**src/rtl/vend_coin_arbiter.sv**
```systemverilog
// Two-slot coin arbiter in front of a shared vending_mealy FSM.
// Define VEND_ARB_STATS_EN to add vend/reject statistics counters.
module vend_coin_arbiter #(
  parameter int FIFO_DEPTH     = 4,
  parameter int GAP_CYCLES     = 1,
  parameter int HOLDOFF_CYCLES = 4,
  parameter int TIMEOUT_CYCLES = 64
) (
  input  logic       clk,
  input  logic       rst,
  input  logic [1:0] coin_a,
  input  logic [1:0] coin_b,
  output logic       full_a,
  output logic       full_b,
  output logic       rej_a,
  output logic       rej_b,
  output logic [1:0] coin_out,
  input  logic       dispense,
  input  logic       chg5,
  output logic       grant_a,
  output logic       grant_b,
  output logic       vend_a,
  output logic       vend_b,
  output logic       chg_a,
  output logic       chg_b
`ifdef VEND_ARB_STATS_EN
 ,output logic [15:0] vend_cnt_a,
  output logic [15:0] vend_cnt_b,
  output logic [15:0] rej_cnt
`endif
);

  localparam int AW = $clog2(FIFO_DEPTH);
  localparam logic [AW:0] DEPTH = (AW+1)'(FIFO_DEPTH);
  localparam int TM0 = (TIMEOUT_CYCLES > HOLDOFF_CYCLES) ?
                       TIMEOUT_CYCLES : HOLDOFF_CYCLES;
  localparam int TMAX = (TM0 > GAP_CYCLES) ? TM0 : GAP_CYCLES;
  localparam int TW = (TMAX > 2) ? $clog2(TMAX) : 1;

  localparam logic [1:0] S_IDLE  = 2'd0;
  localparam logic [1:0] S_ISSUE = 2'd1;
  localparam logic [1:0] S_GAP   = 2'd2;
  localparam logic [1:0] S_HOLD  = 2'd3;

  logic [1:0]    coin_in [2];
  logic [1:0]    mem_q [2][FIFO_DEPTH];
  logic [AW-1:0] wp_q [2];
  logic [AW-1:0] wp_d [2];
  logic [AW-1:0] rp_q [2];
  logic [AW-1:0] rp_d [2];
  logic [AW:0]   cnt_q [2];
  logic [AW:0]   cnt_d [2];
  logic [1:0]    head [2];
  logic [1:0]    push;
  logic [1:0]    pop;
  logic [1:0]    ne;
  logic [1:0]    full_q, full_d;
  logic [1:0]    rej_q, rej_d;

  logic [1:0]    state_q, state_d;
  logic [1:0]    own_q, own_d;
  logic          last_q, last_d;
  logic [TW-1:0] tmr_q, tmr_d;
  logic [1:0]    coin_q, coin_d;
  logic [1:0]    vend_q, vend_d;
  logic [1:0]    chg_q, chg_d;
  logic [1:0]    sel;

  assign coin_in[0] = coin_a;
  assign coin_in[1] = coin_b;

  // A full FIFO rejects even when it pops in the same cycle
  always_comb begin
    for (int i = 0; i < 2; i++) begin
      head[i]  = mem_q[i][rp_q[i]];
      ne[i]    = (cnt_q[i] != '0);
      push[i]  = (coin_in[i] == 2'b01 || coin_in[i] == 2'b10) &&
                 (cnt_q[i] != DEPTH);
      rej_d[i] = (coin_in[i] == 2'b11) ||
                 ((coin_in[i] != 2'b00) && (cnt_q[i] == DEPTH));
      wp_d[i]  = wp_q[i] + AW'(push[i]);
      rp_d[i]  = rp_q[i] + AW'(pop[i]);
      cnt_d[i] = cnt_q[i] + (AW+1)'(push[i]) - (AW+1)'(pop[i]);
      full_d[i] = (cnt_d[i] == DEPTH);
    end
  end

  always_comb begin
    state_d = state_q;
    own_d   = own_q;
    last_d  = last_q;
    tmr_d   = tmr_q;
    coin_d  = 2'b00;
    vend_d  = 2'b00;
    chg_d   = 2'b00;
    pop     = 2'b00;
    sel     = 2'b00;
    case (state_q)
      S_IDLE: begin
        if (own_q == 2'b00) begin
          unique case (1'b1)
            ne[0] && (!ne[1] || last_q):  sel = 2'b01;
            ne[1] && (!ne[0] || !last_q): sel = 2'b10;
            default:                      sel = 2'b00;
          endcase
        end else begin
          sel = own_q & ne;
        end
        if (sel != 2'b00) begin
          pop     = sel;
          coin_d  = sel[0] ? head[0] : head[1];
          own_d   = sel;
          tmr_d   = '0;
          state_d = S_ISSUE;
        end else if (own_q != 2'b00) begin
          if (tmr_q == TW'(TIMEOUT_CYCLES - 1)) begin
            own_d = 2'b00;
            tmr_d = '0;
          end else begin
            tmr_d = tmr_q + 1'b1;
          end
        end
      end
      S_ISSUE: begin
        if (dispense) begin
          vend_d  = own_q;
          chg_d   = own_q & {2{chg5}};
          last_d  = own_q[1];
          own_d   = 2'b00;
          tmr_d   = TW'(HOLDOFF_CYCLES - 1);
          state_d = S_HOLD;
        end else begin
          tmr_d   = TW'(GAP_CYCLES - 1);
          state_d = S_GAP;
        end
      end
      default: begin
        if (tmr_q == '0) begin
          state_d = S_IDLE;
        end else begin
          tmr_d = tmr_q - 1'b1;
        end
      end
    endcase
  end

  always_ff @(posedge clk or negedge rst) begin
    if (!rst) begin
      for (int i = 0; i < 2; i++) begin
        for (int j = 0; j < FIFO_DEPTH; j++) mem_q[i][j] <= 2'b00;
        wp_q[i]  <= '0;
        rp_q[i]  <= '0;
        cnt_q[i] <= '0;
      end
      full_q  <= 2'b00;
      rej_q   <= 2'b00;
      state_q <= S_IDLE;
      own_q   <= 2'b00;
      last_q  <= 1'b1;
      tmr_q   <= '0;
      coin_q  <= 2'b00;
      vend_q  <= 2'b00;
      chg_q   <= 2'b00;
    end else begin
      for (int i = 0; i < 2; i++) begin
        if (push[i]) mem_q[i][wp_q[i]] <= coin_in[i];
        wp_q[i]  <= wp_d[i];
        rp_q[i]  <= rp_d[i];
        cnt_q[i] <= cnt_d[i];
      end
      full_q  <= full_d;
      rej_q   <= rej_d;
      state_q <= state_d;
      own_q   <= own_d;
      last_q  <= last_d;
      tmr_q   <= tmr_d;
      coin_q  <= coin_d;
      vend_q  <= vend_d;
      chg_q   <= chg_d;
    end
  end

  assign full_a   = full_q[0];
  assign full_b   = full_q[1];
  assign rej_a    = rej_q[0];
  assign rej_b    = rej_q[1];
  assign coin_out = coin_q;
  assign grant_a  = own_q[0];
  assign grant_b  = own_q[1];
  assign vend_a   = vend_q[0];
  assign vend_b   = vend_q[1];
  assign chg_a    = chg_q[0];
  assign chg_b    = chg_q[1];

`ifdef VEND_ARB_STATS_EN
  logic [15:0] vca_q, vca_d;
  logic [15:0] vcb_q, vcb_d;
  logic [15:0] rc_q, rc_d;

  always_comb begin
    vca_d = vca_q;
    vcb_d = vcb_q;
    rc_d  = rc_q;
    if (vend_q[0] && vca_q != 16'hFFFF) vca_d = vca_q + 16'd1;
    if (vend_q[1] && vcb_q != 16'hFFFF) vcb_d = vcb_q + 16'd1;
    if ((rej_q != 2'b00) && rc_q != 16'hFFFF) rc_d = rc_q + 16'd1;
  end

  always_ff @(posedge clk or negedge rst) begin
    if (!rst) begin
      vca_q <= '0;
      vcb_q <= '0;
      rc_q  <= '0;
    end else begin
      vca_q <= vca_d;
      vcb_q <= vcb_d;
      rc_q  <= rc_d;
    end
  end

  assign vend_cnt_a = vca_q;
  assign vend_cnt_b = vcb_q;
  assign rej_cnt    = rc_q;
`endif

endmodule

```
**config.mk**
```make
export PLATFORM = sky130hd
export DESIGN_NAME = vend_coin_arbiter
export DESIGN_NICKNAME = d
export VERILOG_FILES = /design/src/rtl/vend_coin_arbiter.sv
export SDC_FILE = /design/constraint.sdc
export NUM_CORES = 1
export LEC_CHECK = 0
export BUFFER_PORTS_ARGS = -buffer_cell sky130_fd_sc_hd__buf_4
export CORE_ASPECT_RATIO = 1.25
export CORE_MARGIN = 2
export CORE_UTILIZATION = 59
export CTS_CLUSTER_SIZE = 12
export DETAILED_ROUTE_END_ITERATION = 16
export GPL_ROUTABILITY_DRIVEN = 0
export GPL_TIMING_DRIVEN = 0
export PLACE_DENSITY = 0.79
export REMOVE_ABC_BUFFERS = 1
export SYNTH_ARGS = -nofsm -noshare
export SYNTH_HDL_FRONTEND = slang
export SYNTH_SLANG_ARGS = --single-unit
```
**constraint.sdc**
```tcl
create_clock -name clk -period 3.8 [get_ports clk]
set_input_delay 0.38 -clock clk [delete_from_list [all_inputs] [get_ports clk]]
set_output_delay 0.38 -clock clk [all_outputs]
set_load 0.03 [all_outputs]
```
==> results of run 1 <==
-- cells by family (layout without fill, tap and decap cells) --
group	after synthesis	after routing	share of synthesized area (%)
compound gates	34	34	10.2
buf+inv	22	41	3.74
flops	51	51	48.4
mux	23	23	11.5
simple gates	77	77	14.8
xor+xnor	11	11	3.65
fa+ha+maj	15	15	7.68
-- state kept, by name (all words and copies together), names as in the netlist, 4 cells and up --
| signal | cells |
|---|---|
| rp_q | 4 |
| mem_q | 16 |
| wp_q | 4 |
| cnt_q | 6 |
| tmr_q | 6 |
-- through the flow --
step	instances	instance area, µm²	hold slack (ns)	setup WS [ns]	util (%)
2_1_floorplan	225	2590	0.0844	0.914	-
3_3_place_gp	302	2810	0.446	0.647	64.5
3_5_place_dp	302	2810	0.449	0.611	64.5
4_1_cts	310	2930	0.113	0.562	67.2
5_1_grt	310	2930	0.129	0.276	67.2
6_report	310	2930	0.0760	0.600	67.2
-- synthesized netlist by cell type, drive strengths merged (2+ instances only) --
master	instances	area share, %
dfrtp	50	47
mux2	18	7.7
nand2	18	2.6
nor2	18	2.6
inv	14	2.0
ha	13	6.2
nand3	9	1.7
nor3	9	1.7
xnor2	6	2.0
a21o	5	1.4
clkbuf	5	0.71
xor2	5	1.7
a21oi	4	0.76
mux4	4	3.4
o21ai	4	0.76
or3	4	1.1
a31oi	3	0.71
buf	3	1.0
nand2b	3	0.71
nand3b	3	0.85
nor3b	3	0.85
o22ai	3	0.95
or2	3	0.71
or3b	3	1.0
a22o	2	0.66
and3	2	0.47
fa	2	1.5
o21bai	2	0.57
-- worst reg2reg max path: stages, from the launching register on --
cell and delay, ns:
dfrtp_1 0.50, o311ai_0 0.89, nor2_1 0.24, ha_1 0.35, inv_1 0.04, ha_1 0.18
fa_1 0.38, xor2_1 0.18, xnor2_1 0.16, nor3b_1 0.19
-- area by class of cell --
type	count	area, µm²	share of cell area, %
Clock buffer	6	82.6	2.82
Tap cell	58	72.6	2.48
Timing Repair Buffer	19	143	4.87
Sequential cell	51	1280	43.7
Clock inverter	2	35.0	1.20
Inverter	14	52.6	1.80
Multi-Input combinational cell	160	1260	43.2
-- metal layers --
layer / global-route usage [%] / share of wire, %
met5: 0 / 0
met4: 9.57 / 2.2
met3: 3.97 / 2.9
met2: 35.9 / 52
met1: 25.4 / 43
-- worst paths after layout --
check,startpoint,end,slack (ns),depth (start not counted)
max,own_q[0],full_q[0],0.60,9
min,rst,tmr_q[4],0.08,1
max reg2reg,own_q[0],full_q[0],0.60,9
min reg2reg,mem_q[10],mem_q[10],0.51,1
max in group asynchronous,rst,mem_q[0],3.30,1
min in group clk,chg5,chg_q[0],0.32,2
-- where the power goes --
group	total, mW	internal [mW]	switching [mW]
Clock	0.387	0.213	0.173
Combinational	0.959	0.512	0.447
Sequential	1.05	0.786	0.262
-- layout by cell type, fill, tap and decap left out, types with 2 or more instances in the layout --
cell and count:
nand3b_1 3, a22o_1 2, a31oi_1 3, or3b_2 2, a21o_1 5, mux4_2 4, dfrtp_1 50, xor2_1 5
or3_1 3, o22ai_1 2, nor3_1 9, nand3_1 9, nor3b_1 3, and3_1 2, or2_2 2, a21oi_1 4
o21bai_1 2, nand2b_1 3, nand2_1 18, buf_4 19, xnor2_1 6, clkbuf_8 6, o21ai_0 3, inv_1 14
mux2_2 18, ha_1 13, fa_1 2, nor2_1 18
==> results.sh, run 1 <==
export IMPL_crit_fanout=11
export IMPL_worstHoldPathType="input port to async pin"
export IMPL_place_hpwl_um=3360
export IMPL_grt_util_all_layers_pct=20.9
export IMPL_avgSynthCellArea_um2=11.3
export IMPL_cp_arrival_ns=3.43
export IMPL_path_cells="o311ai_0, nor2_1, ha_1, inv_1, ha_1, fa_1, xor2_1, xnor2_1, nor3b_1"
export IMPL_synth_seq_area_share_pct=48.4
export IMPL_post_route_period_util_pct=84.2
export IMPL_htreeDepth=2
export IMPL_antenna_cells=0
export IMPL_crit_type="flop to flop"
export IMPL_routed_wl_um=4560
export IMPL_dr_total_vias=1777
export IMPL_fmax_mhz=313
export IMPL_cts_inserted_buffers=5
export IMPL_grt_pass1_vias=1824
export IMPL_path_clk_slew_ns=0.09
export IMPL_setup_tns_ns=0
export IMPL_power_leakage_nw=1.35
export IMPL_antenna_found_initial=0
export IMPL_fin_worst_skew_ns=0.00905
export IMPL_die_h_um=78.8
export IMPL_grt_max_degree=52
export IMPL_fin_nets=274
export IMPL_ios=20
export IMPL_syn_to_final_growth_pct=10.9
export IMPL_ys_ff_latch=51
export IMPL_max_vdd_ir_drop_uv=514
export IMPL_slowest_stage="o311ai_0"
export IMPL_fillers=329
export IMPL_maxCapViolations=0
export IMPL_grt_ovfl_total=0
export IMPL_drv_slew=0
export IMPL_design_die_area_mm2=0.00503
export IMPL_tightest_slew_ns=0.972
export IMPL_ys_types=49
export IMPL_synthArstFlopShare_pct=100
export IMPL_drt_initial_drc_count=85
export IMPL_dieWidth_um=63.8
export IMPL_finalSetupViolCount=0
export IMPL_status="completed"
export IMPL_grt_pass1_wl_um=8190
export IMPL_via_per_inst=5.73
export IMPL_clk_insertion_delay_late_ns=0.30
export IMPL_antenna_left=0
export IMPL_cts_tree="built"
export IMPL_layout_drive_gt1_share_pct=22.6
export IMPL_rsz0062_at_grt="no"
export IMPL_wl_per_cell_um=14.7
export IMPL_cp_slowest_stage_delay_ns=0.89
export IMPL_clockRootBuffer="clkbuf_8"
export IMPL_worst_setup_path_start_kind="flop"
export IMPL_cts_resized=0
export IMPL_power_mw=2.39
export IMPL_cts_hold_fix_buffers=0
export IMPL_end_kind="flop"
export IMPL_clockBufferDepth=2
export IMPL_syn_area_mm2=0.00264
export IMPL_cts_sinks=51
export IMPL_initial_core_util_pct=60.6
export IMPL_drtPass1Iterations=4
export IMPL_relSlewSlack_pct=34.4
export IMPL_hold_viol=0
export IMPL_cp_num_buf_inv=1
export IMPL_num_rows=27
export IMPL_p_per_area_mw_per_mm2=818
export IMPL_syn_inst=233
export IMPL_fin_crit_ns=3.20
export IMPL_synthFlopType="dfrtp_1"
export IMPL_cp_required_ns=4.03
export IMPL_core_mm2=0.00436
export IMPL_cpMostUsedCell="ha_1"
export IMPL_drc=0
export IMPL_synth_edf_count=0
export IMPL_cp_top_family="adder cells"
export IMPL_io_buffers=19
export IMPL_synth_warnings=0
export IMPL_cts_setup_buffers=0
No activity file was read; power rests on OpenSTA's default activity.
==> run 2, diff against run 1 <==
--- a/config.mk
+++ b/config.mk
@@ -8,12 +8,12 @@
 export BUFFER_PORTS_ARGS = -buffer_cell sky130_fd_sc_hd__buf_4
 export CORE_ASPECT_RATIO = 1.25
 export CORE_MARGIN = 2
-export CORE_UTILIZATION = 59
+export CORE_UTILIZATION = 54
 export CTS_CLUSTER_SIZE = 12
 export DETAILED_ROUTE_END_ITERATION = 16
 export GPL_ROUTABILITY_DRIVEN = 0
 export GPL_TIMING_DRIVEN = 0
-export PLACE_DENSITY = 0.79
+export PLACE_DENSITY = 0.77
 export REMOVE_ABC_BUFFERS = 1
 export SYNTH_ARGS = -nofsm -noshare
 export SYNTH_HDL_FRONTEND = slang
==> constraint.sdc (replaced) <==
create_clock -name clk -period 2.7 [get_ports clk]
set_input_delay 0.27 -clock clk [delete_from_list [all_inputs] [get_ports clk]]
set_output_delay 0.27 -clock clk [all_outputs]
set_load 0.03 [all_outputs]
==> run 2 against run 1 <==
Against the previous run: via count grew 2.0%; worst hold slack gained 0.12 ns; clock power grew 42%; routed wire length grew 3.2%; largest power group unchanged; sequential cell count is the same; first-iteration DRC count grew 36%; core utilization shrank 3.6 points; non-clock buffer count grew 4; design area grew 2.7%; cell count grew 1.9%.
==> results.sh, run 2 (same netlist as run 1, synthesis figures left out) <==
export IMPL_whs_path_depth=2
export IMPL_path_clk_slew_ns=0.10
export IMPL_dp_slack_ns=-0.474
export IMPL_largest_register_ff_count=16
export IMPL_antenna_found_initial=0
export IMPL_die_h_um=82.2
export IMPL_fin_worst_skew_ns=0.0123
export IMPL_largest_register="mem_q"
export IMPL_drv_slew=0
export IMPL_grt_util_all_layers_pct=19.3
export IMPL_antenna_cells=0
export IMPL_place_hpwl_um=3410
export IMPL_cts_tree="built"
export IMPL_grt_pass1_vias=1730
export IMPL_fin_nets=278
export IMPL_status="completed"
export IMPL_layout_drive_gt1_share_pct=27.0
export IMPL_drtPass1Iterations=4
export IMPL_place_area_mm2=0.00281
export IMPL_clockPowerShare_pct=15.7
export IMPL_maxCapViolations=0
export IMPL_switchingPower_mw=1.32
export IMPL_htreeDepth=2
export IMPL_seqPwrFrac_pct=42.3
export IMPL_dieWidth_um=66.5
export IMPL_via_per_inst=5.74
export IMPL_worst_setup_path_start_kind="flop"
export IMPL_setup_slack_ns=0.131
export IMPL_end_kind="flop"
export IMPL_hold_viol=0
export IMPL_crit_fanout=7
export IMPL_dr_total_vias=1813
export IMPL_antenna_left=0
export IMPL_post_route_period_util_pct=95.2
export IMPL_power_leakage_nw=1.37
export IMPL_io_buffers=19
export IMPL_post_route_util_pct=63.6
export IMPL_core_mm2=0.00473
export IMPL_finalSetupViolCount=0
export IMPL_final_common_cell="dfrtp_1"
export IMPL_final_area_mm2=0.00301
export IMPL_design_die_area_mm2=0.00547
export IMPL_cp_required_ns=2.93
export IMPL_cts_sinks=51
export IMPL_grt_pass1_wl_um=7900
export IMPL_tightest_slew_ns=0.628
export IMPL_setup_tns_ns=0
export IMPL_drc=0
export IMPL_p_per_area_mw_per_mm2=1160
export IMPL_grt_ovfl_total=0
export IMPL_syn_to_final_growth_pct=13.9
export IMPL_ios=20
export IMPL_drt_initial_drc_count=116
export IMPL_num_rows=28
export IMPL_rsz0062_at_grt="no"
export IMPL_clockBufferDepth=2
export IMPL_crit_type="flop to flop"
export IMPL_relSlewSlack_pct=58.2
export IMPL_initial_core_util_pct=55.8
export IMPL_clk_insertion_delay_late_ns=0.31
export IMPL_routed_wl_um=4710
export IMPL_place_inst=304
export IMPL_switching_share_pct=37.7
export IMPL_finalNonFillerCells=316
export IMPL_clockRootBuffer="clkbuf_8"
export IMPL_r2r_cells=9
export IMPL_grt_max_degree=52
export IMPL_max_vdd_ir_drop_uv=567
export IMPL_wl_per_cell_um=14.9
export IMPL_fin_crit_ns=2.57
export IMPL_worstHoldPathType="input port to flop"
export IMPL_cts_inserted_buffers=5
export IMPL_cp_arrival_ns=2.80
export IMPL_top_regs="mem_q (16), cnt_q (6), tmr_q (6)"
export IMPL_layout_common_cells="dfrtp_1 (47), buf_4 (22), nand2_1 (18), mux2_2 (18), nor2_1 (16)"
export IMPL_pwr_share_comb_pct=41.9
export IMPL_fmax_mhz=389
export IMPL_intPower_mw=2.18
run 2: area by class of cell:
cell class | instances | area (µm²)
clock inverter | 3 | 47.5
sequential | 51 | 1280
multi-input combinational | 160 | 1310
tap | 60 | 75.1
fill | 399 | 1720
inverter | 14 | 52.6
clock buffer | 5 | 68.8
timing repair buffer | 23 | 175
run 2: repair_timing:
| action | in CTS | in global routing |
|---|---|---|
| pin swaps | 0 | 1 |
| setup endpoints to repair | 3 | 2 |
| hold endpoints to repair | 24 | 0 |
| resized for setup | 6 | 6 |
| hold buffers | 1 | 0 |
| setup buffers | 0 | 3 |
run 2: worst max-delay path, cell delays in order, from the launching register on:
cell and delay, ns:
dfrtp_1 0.43, or3_1 0.52, o211a_1 0.26, nand2_1 0.13, nand2_1 0.06, ha_1 0.19, fa_1 0.39, xnor2_1 0.18
xnor2_1 0.15, nor3b_1 0.19
run 2: path summary, 6_finish.rpt:
kind	start	to	slack [ns]
min reg2reg	mem_q[1]	mem_q[1]	0.51
max in group asynchronous	rst	own_q[0]	1.74
max reg2reg	cnt_q[1]	full_q[1]	0.13
min	chg5	chg_q[1]	0.20
max	cnt_q[1]	full_q[1]	0.13
min in group asynchronous	rst	tmr_q[5]	0.52
run 2: metal layers:
metal	track usage, %	part of all wire (%)	vias up
li1	-	-	872
met1	24.2	42	909
met2	32.6	54	26
met3	4.74	2.6	6
met4	6.73	1.3	0
met5	0	0	-
run 2: power by group through the flow:
| stage | sequential [mW] | clock, mW | combinational, mW |
|---|---|---|---|
| 2_1_floorplan | 1.45 | 0 | 1.04 |
| 3_3_place_gp | 1.46 | 0 | 1.32 |
| 3_5_place_dp | 1.47 | 0 | 1.39 |
| 4_1_cts | 1.47 | 0.567 | 1.43 |
| 5_1_grt | 1.54 | 0.597 | 1.63 |
| 6_report | 1.48 | 0.550 | 1.47 |
run 2: through the flow:
step	hold slack [ns]	power, mW
4_1_cts	0.192	3.47
2_1_floorplan	-0.0256	2.49
5_1_grt	0.188	3.76
3_3_place_gp	0.335	2.78
6_report	0.198	3.49
3_5_place_dp	0.334	2.86
